### config.mk
export PLATFORM = sky130hd
export DESIGN_NAME = fb_ddr3_burst_writer
export DESIGN_NICKNAME = d
export VERILOG_FILES = /design/src/rtl/fb_ddr3_burst_writer.sv
export SDC_FILE = /design/constraint.sdc
export NUM_CORES = 1
export LEC_CHECK = 0
export ABC_CLOCK_PERIOD_IN_PS = 12600
export CAP_MARGIN = 20
export CORE_MARGIN = 2
export CORE_UTILIZATION = 23
export DETAILED_ROUTE_END_ITERATION = 8
export MAX_ROUTING_LAYER = met4
export PLACE_DENSITY = 0.48
export SETUP_SLACK_MARGIN = 0.5
export SLEW_MARGIN = 20
export SYNTH_ARGS = -nofsm -noshare
export SYNTH_HDL_FRONTEND = slang
export SYNTH_SLANG_ARGS = --single-unit
### constraint.sdc
create_clock -name clk -period 12.6 [get_ports clk]
set_input_delay 1.26 -clock clk [delete_from_list [all_inputs] [get_ports clk]]
set_output_delay 1.26 -clock clk [all_outputs]
set_load 0.05 [all_outputs]
### src/rtl/fb_ddr3_burst_writer.sv
// Frame-buffer drain: pops BURST_LEN words from the FIFO into a local buffer,
// then writes them as one Avalon-MM burst, walking a circular frame region.
module fb_ddr3_burst_writer #(
   parameter int WIDTH       = 512,
   parameter int ADDR_WIDTH  = 26,
   parameter int BURST_LEN   = 4,
   parameter int FRAME_WORDS = 1024,
   parameter int BASE_ADDR   = 0
) (
   input  logic                         clk,
   input  logic                         rst,
   input  logic                         enable,
   input  logic [WIDTH-1:0]             fifo_data,
   input  logic                         fifo_empty,
   output logic                         fifo_rd_en,
   output logic [ADDR_WIDTH-1:0]        avm_address,
   output logic                         avm_write,
   output logic [WIDTH-1:0]             avm_writedata,
   output logic [$clog2(BURST_LEN):0]   avm_burstcount,
   input  logic                         avm_waitrequest,
   output logic                         busy,
   output logic                         frame_done,
   output logic [15:0]                  frame_count
);

   localparam int BW = $clog2(BURST_LEN);
   localparam int CW = BW + 1;
   localparam logic [ADDR_WIDTH-1:0] BASE_A = ADDR_WIDTH'(BASE_ADDR);
   localparam logic [ADDR_WIDTH-1:0] END_A  = ADDR_WIDTH'(BASE_ADDR + FRAME_WORDS);

   typedef enum logic [1:0] {IDLE, FILL, BURST} state_t;

   state_t                state, state_nxt;
   logic [CW-1:0]         pops_issued, cap_idx;
   logic [BW-1:0]         beat;
   logic                  pop_pend;
   logic                  pop_acc, beat_acc, last_beat;
   logic [ADDR_WIDTH-1:0] addr_adv;
   logic [WIDTH-1:0]      data_buf [BURST_LEN];

   assign fifo_rd_en     = (state == FILL) & ~fifo_empty & (pops_issued < CW'(BURST_LEN));
   assign pop_acc        = fifo_rd_en & ~fifo_empty;
   assign avm_write      = (state == BURST);
   assign avm_writedata  = data_buf[beat];
   assign avm_burstcount = CW'(BURST_LEN);
   assign beat_acc       = avm_write & ~avm_waitrequest;
   assign last_beat      = beat_acc & (beat == BW'(BURST_LEN - 1));
   assign busy           = (state != IDLE);
   assign addr_adv       = avm_address + ADDR_WIDTH'(BURST_LEN);

   always_comb begin
      state_nxt = state;
      case (state)
         IDLE:    if (enable) state_nxt = FILL;
         FILL:    if (cap_idx == CW'(BURST_LEN)) state_nxt = BURST;
         BURST:   if (last_beat) state_nxt = enable ? FILL : IDLE;
         default: state_nxt = IDLE;
      endcase
   end

   always_ff @(posedge clk) begin
      if (rst) begin
         state       <= IDLE;
         avm_address <= BASE_A;
         pops_issued <= '0;
         cap_idx     <= '0;
         beat        <= '0;
         pop_pend    <= 1'b0;
         frame_done  <= 1'b0;
         frame_count <= '0;
      end else begin
         state      <= state_nxt;
         frame_done <= 1'b0;
         // FIFO data lands one cycle after the accepted pop
         pop_pend   <= pop_acc;
         if (pop_acc)  pops_issued <= pops_issued + CW'(1);
         if (pop_pend) cap_idx     <= cap_idx + CW'(1);
         if (beat_acc) beat        <= beat + BW'(1);
         if (last_beat) begin
            pops_issued <= '0;
            cap_idx     <= '0;
            beat        <= '0;
            if (addr_adv == END_A) begin
               avm_address <= BASE_A;
               frame_done  <= 1'b1;
               frame_count <= frame_count + 16'd1;
            end else begin
               avm_address <= addr_adv;
            end
         end
      end
   end

   // Staging buffer carries no reset; its contents are meaningless until filled.
   always_ff @(posedge clk) begin
      if (pop_pend) data_buf[cap_idx[BW-1:0]] <= fifo_data;
   end

endmodule
==> Implementation_results.wiki, run 1 <==
{| class="wikitable"
! Metric !! Value
|-
| Multiplexer share of the synthesized area || 15.33%
|-
| Topmost layer with routed signal wires || met4
|-
| Post-synthesis share of cell area spent on xor and xnor gates || 0.3430%
|-
| Global-route usage over all layers || 13.40%
|-
| Violation count after the first detailed-routing iteration || 2907
|-
| Total wire length after detailed routing || 226200 um
|-
| Cell taking the most area after synthesis || sky130_fd_sc_hd__edfxtp_1
|-
| Setup violation total in the final timing report || 0
|-
| Remaining number of nets flagged by the antenna check after routing || 0
|-
| Vertical extent of the die || 581.1 um
|-
| Transition time at the pin with the least slew margin || 1.192 ns
|-
| Final global-route overflow total || 0
|-
| CTS Hold Bufs || 0
|-
| Final-layout worst hold slack || 0.4747 ns
|-
| Category of the critical setup timing path || register to output port
|-
| Number of cells after detailed placement || 8394
|-
| Final #Nets || 4790
|-
| Per-cell routed wire length || 25.46 um
|-
| Most instantiated flip-flop cell in the synthesis netlist || sky130_fd_sc_hd__edfxtp_1
|-
| Final worst-path cycle share || 47.88%
|-
| Worst slew margin relative to its limit || 20.52%
|-
| Dominant combinational cell family by area after synthesis || multiplexers
|-
| Post-synth EDFFs || 2048
|-
| Register area share after synthesis || 81.70%
|-
| Worst slack at placement || 7.124 ns
|-
| CTS tree || yes
|-
| Wire length of the first global-routing pass || 312500 um
|-
| Met3 Routed Length || 19710 um
|-
| Count of buffers added by post-CTS timing repair for setup || 0
|-
| Max Buffers Root-to-Sink || 4
|-
| Worst VDD drop || 0.0001217 V
|-
| Die area || 337700 um^2
|-
| Top achievable clock speed || 165.7 MHz
|-
| Clock tree root buffer cell || sky130_fd_sc_hd__clkbuf_16
|-
| Number of vias after detailed routing || 36.76k
|-
| Synth Instances || 3051
|-
| Yosys warning count || 0
|-
| Deepest level of the CTS H-tree || 4
|-
| Combined area of all synthesized cells || 76600 um^2
|-
| Clock latency on the worst-skew pair || 0.93 ns
|-
| Post-synth ARST share || 0%
|-
| Outcome || finished, final reports clean
|-
| Detail Placement HPWL || 149600 um
|-
| Area grow syn2layout || 31.10%
|-
| Filler cell count in the final layout || 31.91k
|-
| Number of hold violations in the final report || 0
|-
| Number of cells on the worst reg-to-reg path || 5
|-
| Number of max-slew violations in the final report || 0
|-
| Top cells by area in the synthesized netlist || sky130_fd_sc_hd__edfxtp_1 (80%), sky130_fd_sc_hd__mux4_2 (15%), sky130_fd_sc_hd__dfxtp_1 (1.4%), sky130_fd_sc_hd__buf_1 (0.40%), sky130_fd_sc_hd__nor2_1 (0.31%)
|-
| FF+latch area || 62590 um^2
|-
| Largest fanout of any net on the critical path || 77
|-
| Routed wire length on met2 || 109600 um
|-
| Initial Utilization || 23.16%
|-
| Largest clock skew in the final design || 0.06689 ns
|-
| Area fraction in and, or, nand and nor cells after synthesis || 1.441%
|-
| Proportion of netlist area held by the largest area contributor || 80.29%
|-
| Worst path arrival time || 4.77 ns
|-
| Setup repair after global routing missed its margin || false
|-
| Synth cell types || 50
|-
| Length of the first detailed-routing pass in iterations || 5
|-
| Num CTS Buffers || 234
|-
| Global placer's final weighted congestion || 0.8188
|-
| Residual DRC || 0
|-
| Share of cells above drive strength 1 || 20.60%
|-
| Standby leakage power || 30.16 nW
|-
| Clock slew at the register clock pins of the worst setup and hold paths || 0.06 ns
|-
| Min Clock Period, post-route || 6.033 ns
|-
| Antenna violations before repair || 98
|-
| Met1 wire length || 89410 um
|-
| Area of combinational cells with multiple inputs || 13440 um^2
|-
| Most used cells in the layout excluding fill and tap cells || sky130_fd_sc_hd__edfxtp_1 (2048), sky130_fd_sc_hd__clkdlybuf4s50_1 (1071), sky130_fd_sc_hd__mux4_2 (512), sky130_fd_sc_hd__clkbuf_16 (235), sky130_fd_sc_hd__nor2_1 (64)
|-
| Arithmetic-cell share of the synthesized area counting full adders, half adders and majority gates || 0.1307%
|-
| Kind of start point of the critical path || register
|-
| Number of placed I/O pins || 1078
|-
| Final Worst Setup Slack || 6.567 ns
|-
| Via count of the first global-routing pass || 38.48k
|-
| Clk sink count || 2102
|-
| Kind of capture point of the worst setup path || output port
|-
| Required time at the worst-slack endpoint || 11.34 ns
|-
| Finished Layout Cells || 8885
|-
| Synthesized-area fraction occupied by ao, oa, aoi and oai cells || 0.2712%
|-
| CTS-repair resized insts || 0
|-
| Vias per cell || 4.137
|-
| Leading cell type in the layout, fill and taps excluded || sky130_fd_sc_hd__edfxtp_1
|-
| Depth of the worst hold-timing path || 2
|-
| Maximum number of pins on one net before global-route repair || 134
|-
| Port Buf Inserts || 1072
|-
| Mean cell area of the mapped netlist || 25.11 um^2
|-
| Class of the worst hold path || register to register
|-
| Max-cap violations || 0
|-
| Core region area || 330800 um^2
|-
| Power density relative to cell area || 149.1 nW/um^2
|-
| Number of synthesized register bits || 2102
|-
| Number of rows in the core area || 211
|-
| Chip width || 581.1 um
|}
-- cells by family (layout without fill, tap and decap cells) --
logic type,count (synthesis),after routing
buffers and inverters,148,1555
AO/OA/AOI/OAI,28,28
multiplexers,531,531
flip-flops,2102,2102
adder cells (fa/ha/maj),8,8
AND/OR/NAND/NOR,202,202
other,2,63
XOR/XNOR,30,30
-- critical path: stages, from the launching register on --
cell and delay [ns]:
sky130_fd_sc_hd__dfxtp_4 0.58, sky130_fd_sc_hd__buf_12 0.47, sky130_fd_sc_hd__buf_12 0.51, sky130_fd_sc_hd__buf_4 0.71
sky130_fd_sc_hd__mux4_2 0.60, sky130_fd_sc_hd__clkdlybuf4s50_1 0.72
-- area by class of cell --
| type | instances | share of cell area [%] |
|---|---|---|
| Antenna cell | 58 | 0.1445 |
| Clock buffer | 291 | 6.065 |
| Clock inverter | 141 | 1.389 |
| Inverter | 5 | 0.01869 |
| Multi-Input combinational cell | 804 | 13.39 |
| Sequential cell | 2102 | 62.33 |
| Tap cell | 4366 | 5.440 |
| Timing Repair Buffer | 1118 | 11.23 |
-- power by group --
part | leakage [nW] | switching (W) | internal [W] | total, W
clock network | 3.63 | 0.00281 | 0.00385 | 0.00666
logic | 7.63 | 0.000334 | 0.000243 | 0.000577
registers | 18.9 | 0.0000114 | 0.00773 | 0.00774
total | 30.2 | 0.00316 | 0.0118 | 0.0150
-- per-stage QoR --
step                      util, %  power, W  area, um^2  TNS [ns]
after floorplan                 -  0.008118       76610   -202.55
after global placement      28.04  0.008452       92760         0
after detailed placement    28.04  0.008467       92760         0
after CTS                   30.31   0.01521      100200         0
after global routing        30.35   0.01548      100400         0
final                       30.36   0.01498      100400         0
-- sequential cells by signal, indices dropped and copies added (netlist names), named ones only --
| register | flops |
|---|---|
| cap_idx | 3 |
| pop_pend | 1 |
| state | 2 |
| beat | 2 |
| avm_address | 24 |
| frame_done | 1 |
| frame_count | 16 |
| pops_issued | 3 |
| data_buf | 2048 |
-- cells in the mapped netlist (all sizes together), types with 4 or more instances --
library cell / count
nor3: 15
xnor2: 14
edfxtp: 2048
inv: 5
a21oi: 6
dfxtp: 54
and4: 5
nor4: 13
mux2: 15
nand2b: 4
buf: 95
and2: 9
nor2b: 17
mux2i: 4
xor2: 16
nand2: 22
nand3: 16
clkbuf: 48
mux4: 512
nor2: 64
ha: 8
nand4: 19
and3: 5
-- final timing paths --
| path | from | slack, ns | end |
|---|---|---|---|
| setup / recovery | register | 6.57 | avm_writedata[433] |
| hold / removal | pops_issued[2] | 0.47 | pops_issued[2] |
| setup reg to reg | cap_idx[0] | 8.34 | data_buf[1][417] |
| hold reg to reg | pops_issued[2] | 0.47 | pops_issued[2] |
-- metal layers --
layer  vias to the layer above  GRT usage [%]
li1                      15660              -
met1                     19580          15.62
met2                      1163          21.57
met3                       367          4.717
met4                         0          4.231
met5                         -              -
Note: power is estimated with default switching activity, not from simulation.
==> inputs of run 2 (changes only) <==
--- a/config.mk
+++ b/config.mk
@@ -5,13 +5,13 @@
 export SDC_FILE = /design/constraint.sdc
 export NUM_CORES = 1
 export LEC_CHECK = 0
-export ABC_CLOCK_PERIOD_IN_PS = 12600
+export ABC_CLOCK_PERIOD_IN_PS = 6000
 export CAP_MARGIN = 20
 export CORE_MARGIN = 2
 export CORE_UTILIZATION = 23
 export DETAILED_ROUTE_END_ITERATION = 8
 export MAX_ROUTING_LAYER = met4
-export PLACE_DENSITY = 0.48
+export PLACE_DENSITY = 0.46
 export SETUP_SLACK_MARGIN = 0.5
 export SLEW_MARGIN = 20
 export SYNTH_ARGS = -nofsm -noshare
==> constraint.sdc (replaced) <==
create_clock -name clk -period 6 [get_ports clk]
set_input_delay 0.6 -clock clk [delete_from_list [all_inputs] [get_ports clk]]
set_output_delay 0.6 -clock clk [all_outputs]
set_load 0.05 [all_outputs]
==> run 2 against run 1 <==
Compared with the run above: cell area increased by 0.56%; routed wire length increased by 3.4%; sequential power increased by 110%; global-route usage increased by 0.44 points; power increased by 110%; sequential cell count unchanged; first-iteration DRC count decreased by 11%; critical path type unchanged; largest cell class unchanged.
==> Implementation_results.wiki, run 2 (synthesis results as in run 1) <==
{| class="wikitable"
! Metric !! Value
|-
| Outcome || finished, final reports clean
|-
| Violation count after the first detailed-routing iteration || 2591 (-11%)
|-
| Deepest level of the CTS H-tree || 4 (unchanged)
|-
| Worst VDD drop || 0.0002890 V (+140%)
|-
| Most used cells in the layout excluding fill and tap cells || sky130_fd_sc_hd__edfxtp_1 (2048), sky130_fd_sc_hd__clkdlybuf4s50_1 (1071), sky130_fd_sc_hd__mux4_2 (512), sky130_fd_sc_hd__clkbuf_16 (239), sky130_fd_sc_hd__nor2_1 (64)
|-
| CTS tree || yes
|-
| Number of max-slew violations in the final report || 0 (unchanged)
|-
| Placed inst area || 93050 um^2 (+0.31%)
|-
| Standby leakage power || 30.39 nW (+0.76%)
|-
| Clock slew at the register clock pins of the worst setup and hold paths || 0.06 ns (about the same)
|-
| Share of cells above drive strength 1 || 20.97% (+0.37 points)
|-
| Vias per cell || 4.139 (about the same)
|-
| Clock tree root buffer cell || sky130_fd_sc_hd__clkbuf_16
|-
| Vertical extent of the die || 581.1 um (unchanged)
|-
| Top achievable clock speed || 225.8 MHz
|-
| Class of the worst hold path || primary input to register
|-
| Core region area || 330800 um^2 (unchanged)
|-
| Max FFs per register || 2048 (unchanged)
|-
| Leading cell type in the layout, fill and taps excluded || sky130_fd_sc_hd__edfxtp_1
|-
| Final global-route overflow total || 0 (unchanged)
|-
| Number of cells on the worst reg-to-reg path || 8 (+3)
|-
| Final #Nets || 4806 (+0.33%)
|-
| Largest fanout of any net on the critical path || 91 (+18%)
|-
| Via count of the first global-routing pass || 38.76k (+0.74%)
|-
| Kind of start point of the critical path || register
|-
| Largest clock skew in the final design || 0.05477 ns (-0.01212 ns)
|-
| Port Buf Inserts || 1072 (unchanged)
|-
| Number of rows in the core area || 211 (unchanged)
|-
| Min Clock Period, post-route || 4.428 ns
|-
| Count of buffers added by post-CTS timing repair for setup || 0 (unchanged)
|-
| Category of the critical setup timing path || register to output port
|-
| Critical path's slowest cell || sky130_fd_sc_hd__clkdlybuf4s50_1
|-
| Clock latency on the worst-skew pair || 0.90 ns (-0.03 ns)
|-
| Filler cell count in the final layout || 31.78k (-0.38%)
|-
| Kind of capture point of the worst setup path || output port
|-
| Initial Utilization || 23.16% (unchanged)
|-
| Setup repair after global routing missed its margin || false
|-
| Transition time at the pin with the least slew margin || 1.098 ns (-0.09427 ns)
|-
| Required time at the worst-slack endpoint || 5.40 ns (-5.94 ns)
|-
| Detail Placement HPWL || 156300 um (+4.5%)
|-
| Length of the first detailed-routing pass in iterations || 6 (+1)
|-
| Post-route cell area || 101000 um^2 (+0.56%)
|-
| Antenna violations before repair || 111 (+13%)
|-
| Depth of the worst hold-timing path || 1 (-1)
|-
| Post-layout util || 30.53% (+0.17 points)
|-
| Power density relative to cell area || 316.2 nW/um^2 (+110%)
|-
| Chip width || 581.1 um (unchanged)
|-
| Number of placed I/O pins || 1078 (unchanged)
|-
| Num CTS Buffers || 239 (+2.1%)
|-
| Wire length of the first global-routing pass || 320700 um (+2.6%)
|-
| Worst path arrival time || 3.83 ns (-0.94 ns)
|-
| Per-cell routed wire length || 26.26 um (+3.2%)
|-
| Total wire length after detailed routing || 233800 um (+3.4%)
|-
| Clk sink count || 2102 (unchanged)
|-
| Number of vias after detailed routing || 36.86k (+0.27%)
|-
| Remaining number of nets flagged by the antenna check after routing || 0 (unchanged)
|-
| Number of hold violations in the final report || 0 (unchanged)
|-
| TNS Setup || 0 ns (unchanged)
|-
| Final worst-path cycle share || 73.80%
|-
| Cell Chain, Critical Path || buf_12 -> mux4_2 -> clkdlybuf4s50_1
|-
| Area grow syn2layout || 31.83%
|-
| Residual DRC || 0 (unchanged)
|-
| CTS Hold Bufs || 0 (unchanged)
|-
| Final-layout worst hold slack || 0.3009 ns (-0.1738 ns)
|-
| Global-route usage over all layers || 13.84% (+0.44 points)
|-
| Setup violation total in the final timing report || 0 (unchanged)
|-
| Delay of the slowest cell on the worst path || 0.79 ns (+0.07 ns)
|-
| Max-cap violations || 0 (unchanged)
|-
| Max Buffers Root-to-Sink || 4 (unchanged)
|-
| Maximum number of pins on one net before global-route repair || 110 (-18%)
|-
| Die area || 337700 um^2 (unchanged)
|-
| Worst slew margin relative to its limit || 26.81% (+6.3 points)
|-
| CTS-repair resized insts || 0 (unchanged)
|-
| Global placer's final weighted congestion || 0.8161 (-0.33%)
|}
==> run 2: cell count changes in the layout (fill, tap and decap cells not counted), moves of 2 or more <==
cell / before / now
sky130_fd_sc_hd__clkinv_1: 45 / 50
sky130_fd_sc_hd__clkbuf_1: 56 / 48
sky130_fd_sc_hd__diode_2: 58 / 61
sky130_fd_sc_hd__clkinv_16: 5 / 7
sky130_fd_sc_hd__clkinv_2: 46 / 43
sky130_fd_sc_hd__bufinv_16: 20 / 25
sky130_fd_sc_hd__buf_12: 15 / 31
sky130_fd_sc_hd__clkbuf_16: 235 / 239
sky130_fd_sc_hd__buf_4: 30 / 26
sky130_fd_sc_hd__clkinv_4: 6 / 4
sky130_fd_sc_hd__inv_6: 3 / 6
==> run 2: path summary, 6_finish.rpt <==
check,endpoint,slack [ns],startpoint
setup / recovery,avm_writedata[242],1.57,register
hold reg to reg,pops_issued[2],0.49,pops_issued[2]
setup reg to reg,frame_count[8],2.31,avm_address[2]
hold / removal,data_buf[0][494],0.30,fifo_data[494]
==> run 2: metrics by stage <==
step / setup slack (ns) / total power, W / instances
finish: 1.572 / 0.03193 / 8905
global route: 1.326 / 0.03301 / 8902
CTS: 1.386 / 0.03243 / 8844
detailed placement: 2.287 / 0.01779 / 8406
global placement: 2.238 / 0.01776 / 8406
floorplan: -1.204 / 0.01703 / 3054
==> run 2: worst max-delay path: cells and delay by family (launching register included) <==
kind	cells	cell delay [ns]
buffers and inverters	2	1.36
muxes	1	0.65
DFF	1	0.62
==> run 2: final cells by class <==
type	count	area [um^2]	share of cell area, %
flip-flops and latches	2102	62590	61.98
multi-input cells	804	13440	13.31
repair buffers	1129	11540	11.43
clock buffers	287	6161	6.101
well taps	4366	5463	5.410
clock inverters	151	1614	1.598
diodes	61	152.6	0.1512
inverters	5	18.77	0.01859
==> run 2: per-layer routing <==
layer | track usage, % | vias up | share of wire (%)
met3 | 5.152 | 401 | 8.9
met5 | - | - | 0
met2 | 23.00 | 1126 | 50
li1 | - | 15670 | -
met1 | 15.30 | 19660 | 38
met4 | 4.470 | 0 | 3.2
==> run 2: power by group <==
part / leakage (nW) / total, W / internal [W] / switching [W]
Combinational: 7.73 / 0.00122 / 0.000512 / 0.000706
Sequential: 18.9 / 0.0163 / 0.0162 / 0.0000243
Clock: 3.76 / 0.0145 / 0.00841 / 0.00605
==> inputs of run 3 (changes only) <==
--- a/config.mk
+++ b/config.mk
@@ -5,13 +5,13 @@
 export SDC_FILE = /design/constraint.sdc
 export NUM_CORES = 1
 export LEC_CHECK = 0
-export ABC_CLOCK_PERIOD_IN_PS = 6000
+export ABC_CLOCK_PERIOD_IN_PS = 3800
 export CAP_MARGIN = 20
 export CORE_MARGIN = 2
 export CORE_UTILIZATION = 23
 export DETAILED_ROUTE_END_ITERATION = 8
 export MAX_ROUTING_LAYER = met4
-export PLACE_DENSITY = 0.46
+export PLACE_DENSITY = 0.48
 export SETUP_SLACK_MARGIN = 0.5
 export SLEW_MARGIN = 20
 export SYNTH_ARGS = -nofsm -noshare
==> constraint.sdc (replaced) <==
create_clock -name clk -period 3.8 [get_ports clk]
set_input_delay 0.38 -clock clk [delete_from_list [all_inputs] [get_ports clk]]
set_output_delay 0.38 -clock clk [all_outputs]
set_load 0.05 [all_outputs]
==> run 3 against run 2 <==
Compared with the run above: sequential cell count is the same; utilization grew 0.17 points; worst hold slack lost 0.19 ns; via count grew 1.7%.
==> Implementation_results.wiki, run 3 (synthesis results as in run 1) <==
{| class="wikitable"
! Metric !! Value
|-
| Length of the first detailed-routing pass in iterations || 7 (+1)
|-
| Min Clock Period, post-route || 3.257 ns
|-
| Final-layout worst hold slack || 0.1130 ns (-0.1879 ns)
|-
| Violation count after the first detailed-routing iteration || 2759 (+6.5%)
|-
| Top achievable clock speed || 307.1 MHz
|-
| Most common cell on crit path || sky130_fd_sc_hd__buf_16
|-
| Clock tree root buffer cell || sky130_fd_sc_hd__clkbuf_16
|-
| Required time at the worst-slack endpoint || 3.42 ns (-1.98 ns)
|-
| Worst path arrival time || 2.88 ns (-0.95 ns)
|-
| CTS tree || yes
|-
| Largest clock skew in the final design || 0.06475 ns (+0.009972 ns)
|-
| Worst slew margin relative to its limit || 38.59% (+12 points)
|-
| Power density relative to cell area || 493.9 nW/um^2 (+56%)
|-
| Residual DRC || 0 (unchanged)
|-
| Number of placed I/O pins || 1078 (unchanged)
|-
| Total wire length after detailed routing || 235300 um (+0.60%)
|-
| Total power of the final layout || 0.05015 W (+57%)
|-
| Reg-to-reg startpoint || avm_address[2]
|-
| Core region area || 330800 um^2 (unchanged)
|-
| Clk sink count || 2102 (unchanged)
|-
| Number of hold violations in the final report || 0 (unchanged)
|-
| Final global-route overflow total || 0 (unchanged)
|-
| Port Buf Inserts || 1072 (unchanged)
|-
| Max Buffers Root-to-Sink || 4 (unchanged)
|-
| Outcome || finished, final reports clean
|-
| Finished Layout Cells || 9021 (+1.3%)
|-
| Class of the worst hold path || primary input to register
|-
| Number of vias after detailed routing || 37.50k (+1.7%)
|-
| Remaining number of nets flagged by the antenna check after routing || 0 (unchanged)
|-
| Most used cells in the layout excluding fill and tap cells || sky130_fd_sc_hd__edfxtp_1 (2048), sky130_fd_sc_hd__clkdlybuf4s50_1 (558), sky130_fd_sc_hd__mux4_2 (512), sky130_fd_sc_hd__clkbuf_16 (238), sky130_fd_sc_hd__clkbuf_2 (198)
|-
| Number of max-slew violations in the final report || 0 (unchanged)
|-
| Area grow syn2layout || 32.57%
|-
| Maximum number of pins on one net before global-route repair || 86 (-22%)
|-
| Vertical extent of the die || 581.1 um (unchanged)
|-
| Cell Chain, Critical Path || buf_12 -> buf_16 -> buf_16 -> mux4_2 -> dlygate4sd2_1
|-
| Clock latency on the worst-skew pair || 0.91 ns (about the same)
|-
| Filler cell count in the final layout || 31.87k (+0.26%)
|-
| Global placer's final weighted congestion || 0.8405 (+3.0%)
|-
| Final worst-path cycle share || 85.70%
|-
| Number of cells after detailed placement || 8477 (+0.84%)
|-
| Critical path's slowest cell || sky130_fd_sc_hd__mux4_2
|-
| Cell class contributing the biggest share of worst-path delay || buffers and inverters
|-
| Max-cap violations || 0 (unchanged)
|-
| Vias per cell || 4.157 (+0.44%)
|-
| FF+latch area || 62600 um^2 (about the same)
|-
| Detail Placement HPWL || 159100 um (+1.8%)
|-
| Global-route track usage on met2 || 22.45% (-0.55 points)
|-
| Setup violation total in the final timing report || 0 (unchanged)
|-
| Per-cell routed wire length || 26.08 um (-0.69%)
|-
| Number of rows in the core area || 211 (unchanged)
|-
| Met1 layer usage reported by global route || 16.57% (+1.3 points)
|-
| Transition time at the pin with the least slew margin || 0.9211 ns (-0.1768 ns)
|-
| Busiest grt layer || met2
|-
| Worst VDD drop || 0.0005274 V (+83%)
|-
| Global-route usage over all layers || 13.85% (about the same)
|-
| Antenna violations before repair || 83 (-25%)
|-
| Deepest level of the CTS H-tree || 4 (unchanged)
|-
| Wire length of the first global-routing pass || 321500 um (+0.23%)
|-
| Final #Nets || 4933 (+2.6%)
|-
| Grt met3 use || 4.484% (-0.67 points)
|-
| Category of the critical setup timing path || register to output port
|-
| Clock slew at the register clock pins of the worst setup and hold paths || 0.06 ns (about the same)
|-
| Kind of capture point of the worst setup path || output port
|-
| Placed inst area || 93680 um^2 (+0.67%)
|-
| Kind of start point of the critical path || register
|-
| Worst path bufs/invs || 4 (+2)
|-
| Hold Path Origin || fifo_data[330]
|-
| Share of cells above drive strength 1 || 33.37% (+12 points)
|-
| Via count of the first global-routing pass || 39.07k (+0.81%)
|-
| Num CTS Buffers || 233 (-2.5%)
|-
| Standby leakage power || 32.11 nW (+5.7%)
|-
| Post-layout util || 30.70% (+0.17 points)
|-
| Chip width || 581.1 um (unchanged)
|-
| Initial Utilization || 23.16% (unchanged)
|-
| Post-route cell area || 101500 um^2 (+0.56%)
|-
| Largest fanout of any net on the critical path || 16 (-82%)
|-
| Area of combinational cells with multiple inputs || 13520 um^2 (+0.60%)
|-
| Die area || 337700 um^2 (unchanged)
|-
| Setup repair after global routing missed its margin || true
|-
| Delay of the slowest cell on the worst path || 0.53 ns (-0.26 ns)
|-
| Leading cell type in the layout, fill and taps excluded || sky130_fd_sc_hd__edfxtp_1
|-
| Max FFs per register || 2048 (unchanged)
|}
## run 3: worst reg2reg max path: stages, from the launching register on
cell                      delay (ns)
sky130_fd_sc_hd__dfxtp_4        0.40
sky130_fd_sc_hd__ha_4           0.17
sky130_fd_sc_hd__nand4_1        0.18
sky130_fd_sc_hd__buf_4          0.22
sky130_fd_sc_hd__nor4_4         0.37
sky130_fd_sc_hd__nand4_1        0.16
sky130_fd_sc_hd__a21oi_1        0.20
sky130_fd_sc_hd__or4b_1         0.50
sky130_fd_sc_hd__buf_6          0.21
sky130_fd_sc_hd__nor4_2         0.29
sky130_fd_sc_hd__mux2_2         0.37
## run 3: path summary, 6_finish.rpt
kind | slack [ns] | to | depth (start not counted)
worst min register to register | 0.48 | pops_issued[2] | 2
worst max-delay path | 0.54 | avm_writedata[98] | 5
worst max register to register | 0.65 | frame_count[8] | 10
worst min-delay path | 0.11 | data_buf[0][330] | 1
## run 3: final cells by class
type                    instances  share of cell area [%]
flip-flops and latches       2102                   61.65
multi-input cells             804                   13.32
repair buffers               1262                   11.94
clock buffers                 275                   5.939
well taps                    4366                   5.380
clock inverters               155                   1.634
diodes                         52                  0.1281
inverters                       5                 0.01848
## run 3: through the flow
step	setup TNS [ns]	setup slack (ns)
floorplan	-1456.97	-0.7254
global placement	0	0.2101
detailed placement	0	0.3336
CTS	0	0.1914
global route	0	0.3814
finish	0	0.5434
## run 3: timing repair
item,in CTS,in global routing
gates resized for setup,770,570
setup endpoints to repair,484,369
gates cloned,17,3
pin swaps,0,3
hold buffers,5,0
setup buffers,19,18
endpoints found under the hold margin,27,0
## run 3: per-layer routing
layer / part of all wire (%) / wire length (um)
met2: 49 / 114700
met5: 0 / 0
met4: 2.7 / 6333
met1: 40 / 95040
met3: 8.1 / 19130
## run 3: power breakdown
| part | internal [W] | switching [W] | total [W] |
|---|---|---|---|
| combinational | 0.000746 | 0.00112 | 0.00186 |
| clock | 0.0134 | 0.00927 | 0.0226 |
| sequential | 0.0256 | 0.0000370 | 0.0257 |
| total | 0.0397 | 0.0104 | 0.0502 |
